**config.mk**
```make
export PLATFORM = sky130hd
export DESIGN_NAME = pwm_multi_channel
export DESIGN_NICKNAME = d
export VERILOG_FILES = /design/src/rtl/pwm_pkg.sv /design/src/rtl/pwm_timebase.sv /design/src/rtl/pwm_multi_channel.sv
export SDC_FILE = /design/constraint.sdc
export NUM_CORES = 1
export LEC_CHECK = 0
export CAP_MARGIN = 30
export CORE_ASPECT_RATIO = 1.75
export CORE_MARGIN = 10
export CORE_UTILIZATION = 45
export DETAILED_ROUTE_END_ITERATION = 7
export PLACE_DENSITY = 0.69
export SLEW_MARGIN = 10
export SYNTH_ARGS = -nofsm -noshare
export SYNTH_HDL_FRONTEND = slang
export SYNTH_SLANG_ARGS = --single-unit
```
**constraint.sdc**
```tcl
create_clock -name clk -period 3.63 [get_ports clk]
set_input_delay 0.726 -clock clk [delete_from_list [all_inputs] [get_ports clk]]
set_output_delay 0.726 -clock clk [all_outputs]
set_load 0.05 [all_outputs]
```
**src/rtl/pwm_pkg.sv**
```systemverilog
// Shared constants for the multi-channel PWM block.
// Latency: n/a (package only).
// Backpressure: n/a.
package pwm_pkg;
  localparam logic PWM_EDGE   = 1'b0;
  localparam logic PWM_CENTER = 1'b1;
  localparam int   DEF_CNT_W  = 8;
  localparam int   DEF_PRE_W  = 8;
endpackage

```
**src/rtl/pwm_timebase.sv**
```systemverilog
// Shared PWM timebase: prescaler, up/up-down counter, boundary strobe, period_tick.
// Latency: period_tick is registered, one clock after the boundary edge.
// Backpressure: none; free-running while enable is high.
module pwm_timebase
  import pwm_pkg::*;
#(
  parameter int CNT_W = DEF_CNT_W,
  parameter int PRE_W = DEF_PRE_W
) (
  input  logic             clk,
  input  logic             rst,
  input  logic             enable,
  input  logic             center_mode,
  input  logic [PRE_W-1:0] prescale,
  input  logic [CNT_W-1:0] period,
  output logic [CNT_W-1:0] cnt,
  output logic             boundary,
  output logic             center_sh,
  output logic             period_tick
);

  logic [PRE_W-1:0] pre_cnt;
  logic [CNT_W-1:0] period_sh;
  logic             dir_down;
  logic             tick;
  logic             at_end;
  logic [CNT_W-1:0] cnt_nxt;
  logic             dir_nxt;

  // >= rather than == so a prescale lowered below pre_cnt still ticks at once
  assign tick     = enable && (pre_cnt >= prescale);
  assign boundary = tick && at_end;

  always_comb begin
    cnt_nxt = cnt + CNT_W'(1);
    dir_nxt = dir_down;
    at_end  = 1'b0;
    if (center_sh == PWM_EDGE) begin
      if (cnt == period_sh) begin
        at_end  = 1'b1;
        cnt_nxt = '0;
      end
    end else if (!dir_down) begin
      if (cnt == period_sh) begin
        // P of 0 or 1 has no down leg: the top tick is itself the boundary
        if (period_sh <= CNT_W'(1)) begin
          at_end  = 1'b1;
          cnt_nxt = '0;
        end else begin
          dir_nxt = 1'b1;
          cnt_nxt = period_sh - CNT_W'(1);
        end
      end
    end else begin
      if (cnt <= CNT_W'(1)) begin
        at_end  = 1'b1;
        cnt_nxt = '0;
      end else begin
        cnt_nxt = cnt - CNT_W'(1);
      end
    end
    if (at_end) dir_nxt = 1'b0;
  end

  always_ff @(posedge clk) begin
    if (rst) begin
      pre_cnt     <= '0;
      cnt         <= '0;
      dir_down    <= 1'b0;
      period_sh   <= '0;
      center_sh   <= PWM_EDGE;
      period_tick <= 1'b0;
    end else begin
      period_tick <= boundary;
      if (!enable) begin
        pre_cnt  <= '0;
        cnt      <= '0;
        dir_down <= 1'b0;
      end else begin
        pre_cnt <= tick ? '0 : pre_cnt + PRE_W'(1);
        if (tick) begin
          cnt      <= cnt_nxt;
          dir_down <= dir_nxt;
        end
      end
      if (!enable || boundary) begin
        period_sh <= period;
        center_sh <= center_mode;
      end
    end
  end

endmodule

```
**src/rtl/pwm_multi_channel.sv**
```systemverilog
// NUM_CH PWM outputs sharing one timebase, duty shadowed to period boundaries.
// Latency: pwm_out one clock after cnt and after the live enables.
// Backpressure: none.
module pwm_multi_channel
  import pwm_pkg::*;
#(
  parameter int NUM_CH = 16,
  parameter int CNT_W  = DEF_CNT_W,
  parameter int PRE_W  = DEF_PRE_W
) (
  input  logic                    clk,
  input  logic                    rst,
  input  logic                    enable,
  input  logic                    center_mode,
  input  logic [PRE_W-1:0]        prescale,
  input  logic [CNT_W-1:0]        period,
  input  logic [NUM_CH-1:0]       en_out,
  input  logic [NUM_CH-1:0]       en_pwm,
  input  logic [NUM_CH*CNT_W-1:0] duty,
  output logic [NUM_CH-1:0]       pwm_out,
  output logic                    period_tick,
  output logic [CNT_W-1:0]        cnt_out
);

  logic [CNT_W-1:0]        cnt;
  logic                    boundary;
  logic                    center_sh;
  logic [NUM_CH*CNT_W-1:0] duty_sh;

  pwm_timebase #(
    .CNT_W (CNT_W),
    .PRE_W (PRE_W)
  ) u_timebase (
    .clk         (clk),
    .rst         (rst),
    .enable      (enable),
    .center_mode (center_mode),
    .prescale    (prescale),
    .period      (period),
    .cnt         (cnt),
    .boundary    (boundary),
    .center_sh   (center_sh),
    .period_tick (period_tick)
  );

  assign cnt_out = cnt;

  always_ff @(posedge clk) begin
    if (rst) begin
      duty_sh <= '0;
    end else if (!enable || boundary) begin
      duty_sh <= duty;
    end
  end

  for (genvar i = 0; i < NUM_CH; i++) begin : g_ch
    logic term;
    logic q;

    assign term       = enable && (cnt < duty_sh[i*CNT_W +: CNT_W]);
    assign pwm_out[i] = q;

    always_ff @(posedge clk) begin
      if (rst) begin
        q <= 1'b0;
      end else begin
        q <= en_out[i] ? (en_pwm[i] ? term : 1'b1) : 1'b0;
      end
    end
  end

endmodule
```
==> results.json, run 1 <==
{
  "firstDrtPassIters": 7,
  "drc_errors": 0,
  "synth_top_family_by_area": "adder cells",
  "initial_core_util_pct": 45.4,
  "synth_edf_count": 0,
  "synthTopCellsByCount": "dfxtp_1, nor2_1, mux2i_1",
  "max_stage_delay_ps": 560,
  "post-place-ws_ps": 251,
  "yosysTopAreaCellShare_pct": 34.3,
  "vias": 8188,
  "vdd_drop_max_mv": 0.326,
  "yosys_warnings": 0,
  "synthArstFlopShare_pct": 0,
  "muxShareOfSynthArea_pct": 14.0,
  "cp.required_ps": 3930,
  "tns_ps": 0,
  "fillerInstances": 2067,
  "syn_area_um2": 9970,
  "drv_slew": 0,
  "path_cells": "clkdlybuf4s50_1, ha_1, nand2b_1, a2111oi_0, o31a_1, a21oi_4, buf_12, mux2i_1, nor2_1",
  "synth_compound_area_share_pct": 11.5,
  "seq_area_frac_synth_pct": 34.3,
  "p_leak_uw": 0.00555,
  "synthXorXnorAreaFrac_pct": 2.02,
  "io_buffers": 204,
  "core_area_um2": 22000,
  "worst_path_max_delay_cell": "a2111oi_0",
  "dpl_cell_area_um2": 12100,
  "ys_ff_latch": 171,
  "crit-reg2reg-launch": "u_timebase.cnt[0]$_SDFFE_PP0P_",
  "path_buf_inv": 2,
  "postCtsHoldBufs": 0,
  "synthFlopType": "dfxtp_1",
  "status": "complete, no violations",
  "yosysTopAreaCell": "dfxtp_1",
  "synth-simple-area-share_pct": 12.4,
  "grt.overflow.total": 0,
  "num_rows": 72,
  "grt_pass1_vias": 8408,
  "clockBufferDepth": 2,
  "grt_max_degree": 95,
  "boundaryPins": 205,
  "syn_avg_cell_area_um2": 9.11,
  "cts.sinks": 171,
  "startpoint_type": "primary input",
  "post-route-cell-area_um2": 12700,
  "fin_nets": 1584,
  "track_usage_pct": 19.4,
  "numCtsBuffers": 17,
  "fin_ws_ps": 682,
  "p_switching_uw": 1360,
  "htree_levels": 4,
  "relSlewSlack_pct": 53.6,
  "drt_iter0_markers": 312,
  "crit_fanout": 57,
  "cts_tree": "built",
  "syn_nets": 1400,
  "synthAdderAreaFrac_pct": 15.8,
  "worstHoldPathType": "flop to flop",
  "areaGrowthSynthToFinish_pct": 27.3,
  "min_period_ps": 2950,
  "antenna_found_initial": 6,
  "drtAntennaViolNets": 0,
  "clk_pin_slew_worst_paths_ps": 70,
  "cp.arrival_ps": 3250,
  "grt_first_pass_wirelength_um": 44400,
  "root_buffer": "clkbuf_16",
  "hold_start": "u_timebase.pre_cnt[0]$_SDFF_PP0_",
  "setup_viol": 0,
  "drt-vias-per-instance": 5.14,
  "ys_types": 54,
  "finClkSkew_ps": 10.1,
  "p_clk_share_pct": 37.7,
  "timing.final.hold_violations": 0,
  "worst_pin_slew_ps": 696,
  "fin_util_pct": 57.8,
  "rsz0062_at_grt": "false",
  "avgRoutedWirePerCell_um": 17.5,
  "combPwrFrac_pct": 20.5,
  "die_h_um": 217,
  "min_period_over_period_pct": 81.2,
  "syn_inst": 1094,
  "critPathLaunch": "prescale[0]",
  "holdWs_ps": 459,
  "timing.setup.critical_path_class": "primary input to flop",
  "fp.dieArea_um2": 28700,
  "gp_congestion": 0.883,
  "die_w_um": 133,
  "critPathTopFamily": "compound AO/OA/AOI/OAI gates",
  "netSwitchingFraction_pct": 27.3,
  "drt-total-wl_um": 27900,
  "postCtsSetupRepairBufs": 0,
  "p_per_area_nw_per_um2": 393,
  "cap_violations": 0,
  "dpl.hpwl_um": 20500,
  "synth.most_common_cell": "dfxtp_1",
  "cts_resized": 0,
  "internal-power_uw": 3630,
  "max_freq_mhz": 339,
  "synthTopCellsByArea": "dfxtp_1, ha_1, mux2i_1",
  "layout-drive-gt1-share_pct": 5.11,
  "endpoint_kind": "flop",
  "pwr-share-seq_pct": 41.8,
  "clock_latency_ps": 440
}
[registers in the layout, indices dropped and copies added (netlist names)]
signal / flops
u_timebase.center_sh: 1
u_timebase.dir_down: 1
u_timebase.cnt: 8
duty_sh: 128
u_timebase.pre_cnt: 8
u_timebase.period_tick: 1
u_timebase.period_sh: 8
g_ch.q: 16
[logic make-up after synthesis]
logic type,Yosys count
fa+ha+maj,126
xor+xnor,23
flops,171
mux,139
compound gates,180
buf+inv,188
simple gates,267
[layout make-up]
cell class / instances / area [um2] / share of cell area, %
Multi-Input combinational cell: 735 / 5560 / 43.8
Sequential cell: 171 / 3430 / 27.0
Timing Repair Buffer: 225 / 2250 / 17.7
Inverter: 128 / 480 / 3.78
Clock buffer: 17 / 425 / 3.35
Tap cell: 296 / 370 / 2.92
Clock inverter: 15 / 175 / 1.38
Antenna cell: 6 / 15.0 / 0.118
[final timing paths]
check                                endpoint  slack [ps]  cells after the start
max                  duty_sh[61]$_SDFFE_PP0P_         680                      9
min          u_timebase.pre_cnt[0]$_SDFF_PP0_         460                      1
min reg2reg  u_timebase.pre_cnt[0]$_SDFF_PP0_         460                      1
max reg2reg          duty_sh[61]$_SDFFE_PP0P_         770                      9
[cells in the final DEF, fill, tap and decap left out, types with 4 or more instances in the layout]
master	synthesis	final
mux2i_1	138	138
and3_1	4	4
clkinvlp_4	0	4
xnor2_1	7	7
xor2_1	16	16
ha_1	126	126
nand3b_1	16	16
nand3_1	28	28
nand2b_1	20	20
a21oi_1	45	45
clkdlybuf4s50_1	0	203
o21ai_0	39	39
nor4_1	4	4
inv_1	127	127
clkinv_2	0	4
buf_4	16	18
a31oi_1	20	20
a21o_1	48	48
nor3_1	9	9
buf_12	12	4
clkbuf_16	0	17
dfxtp_1	171	168
nor2_1	160	160
nand2_1	13	13
diode_2	0	6
[through the flow]
step / std cells / power (uW)
5_1_grt: 1593 / 5220
3_5_place_dp: 1555 / 3150
3_3_place_gp: 1555 / 3130
2_1_floorplan: 1094 / 2840
4_1_cts: 1587 / 5050
6_report: 1593 / 4990
[power by group through the flow]
stage	Sequential [uW]	Combinational (uW)	Clock, uW
finish	2090	1020	1880
global placement	2120	1010	0
CTS	2090	1030	1930
floorplan	2110	737	0
detailed placement	2130	1030	0
global route	2100	1130	1990
[layer usage]
metal	up-vias	GRT usage, %	wire [um]
li1	4089	-	-
met1	3846	19.8	10600
met2	206	36.7	15400
met3	47	3.39	1030
met4	0	10.2	866
met5	-	0	0
Power figures use the tool's default switching activity.
==> run 2, diff against run 1 <==
--- a/config.mk
+++ b/config.mk
@@ -10,7 +10,7 @@
 export CORE_MARGIN = 10
 export CORE_UTILIZATION = 45
 export DETAILED_ROUTE_END_ITERATION = 7
-export PLACE_DENSITY = 0.69
+export PLACE_DENSITY = 0.71
 export SLEW_MARGIN = 10
 export SYNTH_ARGS = -nofsm -noshare
 export SYNTH_HDL_FRONTEND = slang
==> constraint.sdc (replaced) <==
create_clock -name clk -period 2.49 [get_ports clk]
set_input_delay 0.498 -clock clk [delete_from_list [all_inputs] [get_ports clk]]
set_output_delay 0.498 -clock clk [all_outputs]
set_load 0.05 [all_outputs]
==> results.json, run 2 (same netlist as run 1, synthesis figures left out) <==
{
  "status": "complete, no violations",
  "cp.arrival_ps": 2720,
  "avgRoutedWirePerCell_um": 17.4,
  "firstDrtPassIters": 4,
  "vias": 8227,
  "vdd_drop_max_mv": 0.491,
  "layout-drive-gt1-share_pct": 9.34,
  "dpl.hpwl_um": 20800,
  "io_buffers": 204,
  "p_clk_share_pct": 36.5,
  "drt-vias-per-instance": 5.06,
  "endpoint_kind": "flop",
  "dp.cells": 1587,
  "area.sequential_um2": 3440,
  "areaGrowthSynthToFinish_pct": 31.9,
  "clock_latency_ps": 450,
  "cts_tree": "built",
  "crit_fanout": 6,
  "reg2reg_slack_ps": 150,
  "p_switching_uw": 2060,
  "initial_core_util_pct": 45.4,
  "cap_violations": 0,
  "relSlewSlack_pct": 65.2,
  "ff2ff_path_depth": 11,
  "fin_nets": 1621,
  "tns_ps": 0,
  "largest_reg_flops": 128,
  "layout_common_cells": "clkdlybuf4s50_1, dfxtp_1, nor2_1",
  "top_layer": "met5",
  "cp.required_ps": 2810,
  "fillerInstances": 2003,
  "htree_levels": 4,
  "layout_commonest_cell": "clkdlybuf4s50_1",
  "startpoint_type": "primary input",
  "drt_iter0_markers": 332,
  "max_freq_mhz": 416,
  "internal-power_uw": 5330,
  "drt-total-wl_um": 28300,
  "cts.sinks": 171,
  "combPwrFrac_pct": 22.5,
  "critPathTopFamily": "buffers and inverters",
  "total_power_uw": 7390,
  "timing.rr.end": "duty_sh[23]$_SDFFE_PP0P_",
  "path_depth": 12,
  "drt-met1-wl_um": 11200,
  "worstHoldPathType": "flop to flop",
  "min_period_ps": 2400,
  "boundaryPins": 205,
  "gp_congestion": 0.926,
  "drtAntennaViolNets": 0,
  "p_per_area_nw_per_um2": 562,
  "min_period_over_period_pct": 96.5,
  "antenna_found_initial": 3,
  "crit-reg2reg-launch": "u_timebase.cnt[1]$_SDFFE_PP0P_",
  "fin_cells": 1626,
  "top_regs": "duty_sh: 128 flops, g_ch.q: 16 flops",
  "track_usage_pct": 19.6,
  "clk_pin_slew_worst_paths_ps": 70,
  "wl_met3_um": 1150,
  "timing.final.hold_violations": 0,
  "grt_pass1_vias": 8581,
  "path_cells": "clkdlybuf4s50_1, ha_1, nand2b_4, a2111oi_2, buf_4, o31a_1, a21oi_4, buf_12, buf_12, buf_4, mux2i_1, nor2_1",
  "finClkSkew_ps": 8.23,
  "core_area_um2": 22000,
  "drv_slew": 0,
  "critPathLaunch": "prescale[0]",
  "worst_pin_slew_ps": 521,
  "numCtsBuffers": 17,
  "drc_errors": 0,
  "endpoint": "duty_sh[99]$_SDFFE_PP0P_",
  "max_stage_delay_ps": 410,
  "netSwitchingFraction_pct": 27.9,
  "p_leak_uw": 0.00582,
  "num_rows": 72,
  "largest-register": "duty_sh",
  "setup_viol": 0,
  "die_w_um": 133,
  "worst_path_max_delay_cell": "clkdlybuf4s50_1",
  "grt.overflow.total": 0,
  "die_h_um": 217,
  "fp.dieArea_um2": 28700,
  "grt_max_degree": 96,
  "post-place-ws_ps": -440,
  "root_buffer": "clkbuf_16",
  "timing.setup.critical_path_class": "primary input to flop",
  "fin_ws_ps": 86.6,
  "pwr-share-seq_pct": 41.0,
  "postCtsHoldBufs": 0,
  "grt_first_pass_wirelength_um": 45000,
  "path_buf_inv": 5,
  "wl_met2_um": 15200,
  "multi_input_area_um2": 5620,
  "clockBufferDepth": 2
}
[run 2: changes by cell type in the layout (fill, tap and decap cells not counted), sizes merged, moves of 2 or more]
| cell | before | now |
|---|---|---|
| diode | 6 | 2 |
| buf | 22 | 63 |
| dlygate4sd2 | 0 | 2 |
| clkinvlp | 4 | 1 |
| clkdlybuf4s50 | 203 | 196 |
| inv | 128 | 133 |
[run 2: what timing repair did]
action                     4_1_cts  5_1_grt
setup endpoints to repair        3      126
buffers inserted                 0        4
pin swaps                        0        6
gates cloned                     0        1
gates resized for setup          3       11
[run 2: area by class of cell]
type | instances | share of cell area, %
antenna | 2 | 0.0381
clock buffer | 17 | 3.24
clock inverter | 15 | 1.25
inverter | 128 | 3.65
multi-input combinational | 735 | 42.8
sequential | 171 | 26.2
tap | 296 | 2.82
timing repair buffer | 262 | 20.1
[run 2: stage by stage]
step                cell area, um2  utilization (%)  hold slack (ps)
global placement             12400             56.5              436
CTS                          13000             59.2              474
global route                 13100             59.8              444
detailed placement           12400             56.5              449
floorplan                     9990                -              426
finish                       13100             59.8              437
[run 2: worst min path at each step]
stage | start | endpoint | slack, ps | depth (start not counted)
after floorplan | u_timebase.pre_cnt[0]$_SDFF_PP0_ | u_timebase.pre_cnt[0]$_SDFF_PP0_ | 430 | 1
final | u_timebase.pre_cnt[0]$_SDFF_PP0_ | u_timebase.pre_cnt[0]$_SDFF_PP0_ | 440 | 1
after global routing | u_timebase.pre_cnt[0]$_SDFF_PP0_ | u_timebase.pre_cnt[0]$_SDFF_PP0_ | 440 | 1
after global placement | u_timebase.pre_cnt[0]$_SDFF_PP0_ | u_timebase.pre_cnt[0]$_SDFF_PP0_ | 440 | 1
after detailed placement | u_timebase.pre_cnt[0]$_SDFF_PP0_ | u_timebase.pre_cnt[0]$_SDFF_PP0_ | 450 | 1
after CTS | u_timebase.pre_cnt[0]$_SDFF_PP0_ | u_timebase.pre_cnt[0]$_SDFF_PP0_ | 470 | 1
[run 2: power groups by stage]
stage | logic [uW] | registers [uW] | clock network, uW
after floorplan | 1070 | 3070 | 0
after global placement | 1580 | 3090 | 0
after detailed placement | 1610 | 3090 | 0
after CTS | 1630 | 3030 | 2760
after global routing | 1830 | 3050 | 2870
final | 1660 | 3030 | 2700
[run 2: routing by layer]
metal | vias to the layer above | global-route usage, %
met1 | 3851 | 20.4
met3 | 45 | 4.38
met5 | - | 0
li1 | 4159 | -
met2 | 170 | 37.0
met4 | 2 | 7.51
==> run 3, diff against run 2 <==
--- a/config.mk
+++ b/config.mk
@@ -11,6 +11,7 @@
 export CORE_UTILIZATION = 45
 export DETAILED_ROUTE_END_ITERATION = 7
 export PLACE_DENSITY = 0.71
+export SKIP_CTS_REPAIR_TIMING = 1
 export SLEW_MARGIN = 10
 export SYNTH_ARGS = -nofsm -noshare
 export SYNTH_HDL_FRONTEND = slang
==> results.json, run 3 (same netlist as run 1, synthesis figures left out) <==
{
  "cp.arrival_ps": 2730,
  "min_period_ps": 2410,
  "antenna_found_initial": 3,
  "p_per_area_nw_per_um2": 561,
  "firstDrtPassIters": 5,
  "layout_common_cells": "clkdlybuf4s50_1, dfxtp_1, nor2_1",
  "top_usage_layer": "met2",
  "worst_path_max_delay_cell": "clkdlybuf4s50_1",
  "grtUsageMet2_pct": 37.0,
  "path_cells": "clkdlybuf4s50_1, ha_1, nand2b_4, a2111oi_4, buf_4, o31a_1, a21oi_4, buf_12, buf_12, buf_4, mux2i_1, nor2_1",
  "min_period_over_period_pct": 96.7,
  "use_met1_pct": 20.4,
  "post-route-cell-area_um2": 13300,
  "root_buffer": "clkbuf_16",
  "drt_iter0_markers": 348,
  "cap_violations": 0,
  "reg2reg_slack_ps": 150,
  "timing.final.hold_violations": 0,
  "areaGrowthSynthToFinish_pct": 33.0,
  "drtAntennaViolNets": 0,
  "htree_levels": 4,
  "drc_errors": 0,
  "avgRoutedWirePerCell_um": 17.5,
  "finClkSkew_ps": 8.23,
  "cp.required_ps": 2810,
  "worst_pin_slew_ps": 521,
  "endpoint_kind": "flop",
  "grt_first_pass_wirelength_um": 45000,
  "layout_commonest_cell": "clkdlybuf4s50_1",
  "core_area_um2": 22000,
  "io_buffers": 204,
  "area.sequential_um2": 3440,
  "largest-register": "duty_sh",
  "die_w_um": 133,
  "grt_pass1_vias": 8581,
  "fillerInstances": 1991,
  "relSlewSlack_pct": 65.2,
  "layout-drive-gt1-share_pct": 9.53,
  "crit_fanout": 5,
  "grt_use_met3_pct": 4.38,
  "setup_viol": 0,
  "status": "complete, no violations",
  "dpl_cell_area_um2": 12400,
  "clk_pin_slew_worst_paths_ps": 70,
  "drt-total-wl_um": 28600,
  "path_buf_inv": 5,
  "drv_slew": 0,
  "max_stage_delay_ps": 420,
  "startpoint_type": "primary input",
  "clockBufferDepth": 2,
  "numCtsBuffers": 17,
  "gp_congestion": 0.926,
  "initial_core_util_pct": 45.4,
  "fin_nets": 1625,
  "p_leak_uw": 0.00589,
  "num_rows": 72,
  "cts.sinks": 171,
  "cts_tree": "built",
  "top_regs": "duty_sh: 128 flops, g_ch.q: 16 flops",
  "grt.overflow.total": 0,
  "track_usage_pct": 19.6,
  "fin_util_pct": 60.3,
  "multi_input_area_um2": 5630,
  "largest_reg_flops": 128,
  "clock_latency_ps": 450,
  "dpl.hpwl_um": 20800,
  "timing.setup.critical_path_class": "primary input to flop",
  "critPathTopFamily": "buffers and inverters",
  "grt_max_degree": 96,
  "boundaryPins": 205,
  "vdd_drop_max_mv": 0.491,
  "vias": 8244,
  "max_freq_mhz": 415,
  "fp.dieArea_um2": 28700,
  "die_h_um": 217,
  "worstHoldPathType": "flop to flop",
  "drt-vias-per-instance": 5.06
}
run 3: changes by cell type in the layout (fill, tap and decap cells not counted), sizes merged:
cell / change
dlymetal6s2s: +2
dlygate4sd2: -2
clkbuf: +4
run 3: where the power goes:
part	internal (uW)	leakage [uW]	switching [uW]	total [uW]
Combinational	941	0.00420	770	1710
Clock	1500	0.000291	1210	2710
Sequential	2930	0.00141	101	3030
Total	5370	0.00589	2080	7450
run 3: path summary, 6_finish.rpt:
path	startpoint	endpoint	cells past startpoint
setup / recovery	prescale[0]	duty_sh[99]$_SDFFE_PP0P_	12
hold / removal	u_timebase.pre_cnt[0]$_SDFF_PP0_	u_timebase.pre_cnt[0]$_SDFF_PP0_	1
setup reg to reg	u_timebase.cnt[7]$_SDFFE_PP0P_	duty_sh[98]$_SDFFE_PP0P_	9
hold reg to reg	u_timebase.pre_cnt[0]$_SDFF_PP0_	u_timebase.pre_cnt[0]$_SDFF_PP0_	1
run 3: final cells by class:
cell class                 instances  area share (%)
clock buffer                      17            3.21
tap                              296            2.79
sequential                       171            25.9
multi-input combinational        735            42.4
timing repair buffer             266            20.7
inverter                         128            3.62
clock inverter                    15            1.24
antenna                            2          0.0377
run 3: per-stage QoR:
stage	total power (uW)	TNS (ps)	setup slack [ps]	std cells	hold WS (ps)
finish	7450	0	82.9	1630	438
global route	7800	-28.3	-16.3	1630	444
CTS	7420	-283	-163	1619	474
detailed placement	4710	-55070	-440	1587	449
global placement	4670	-52600	-412	1587	436
floorplan	4140	0	4.51	1094	426
run 3: metal layers:
layer	wire length [um]	share of wire (%)
met2	15500	54
met5	13	0.045
met1	11200	39
met3	1140	4.0
met4	775	2.7
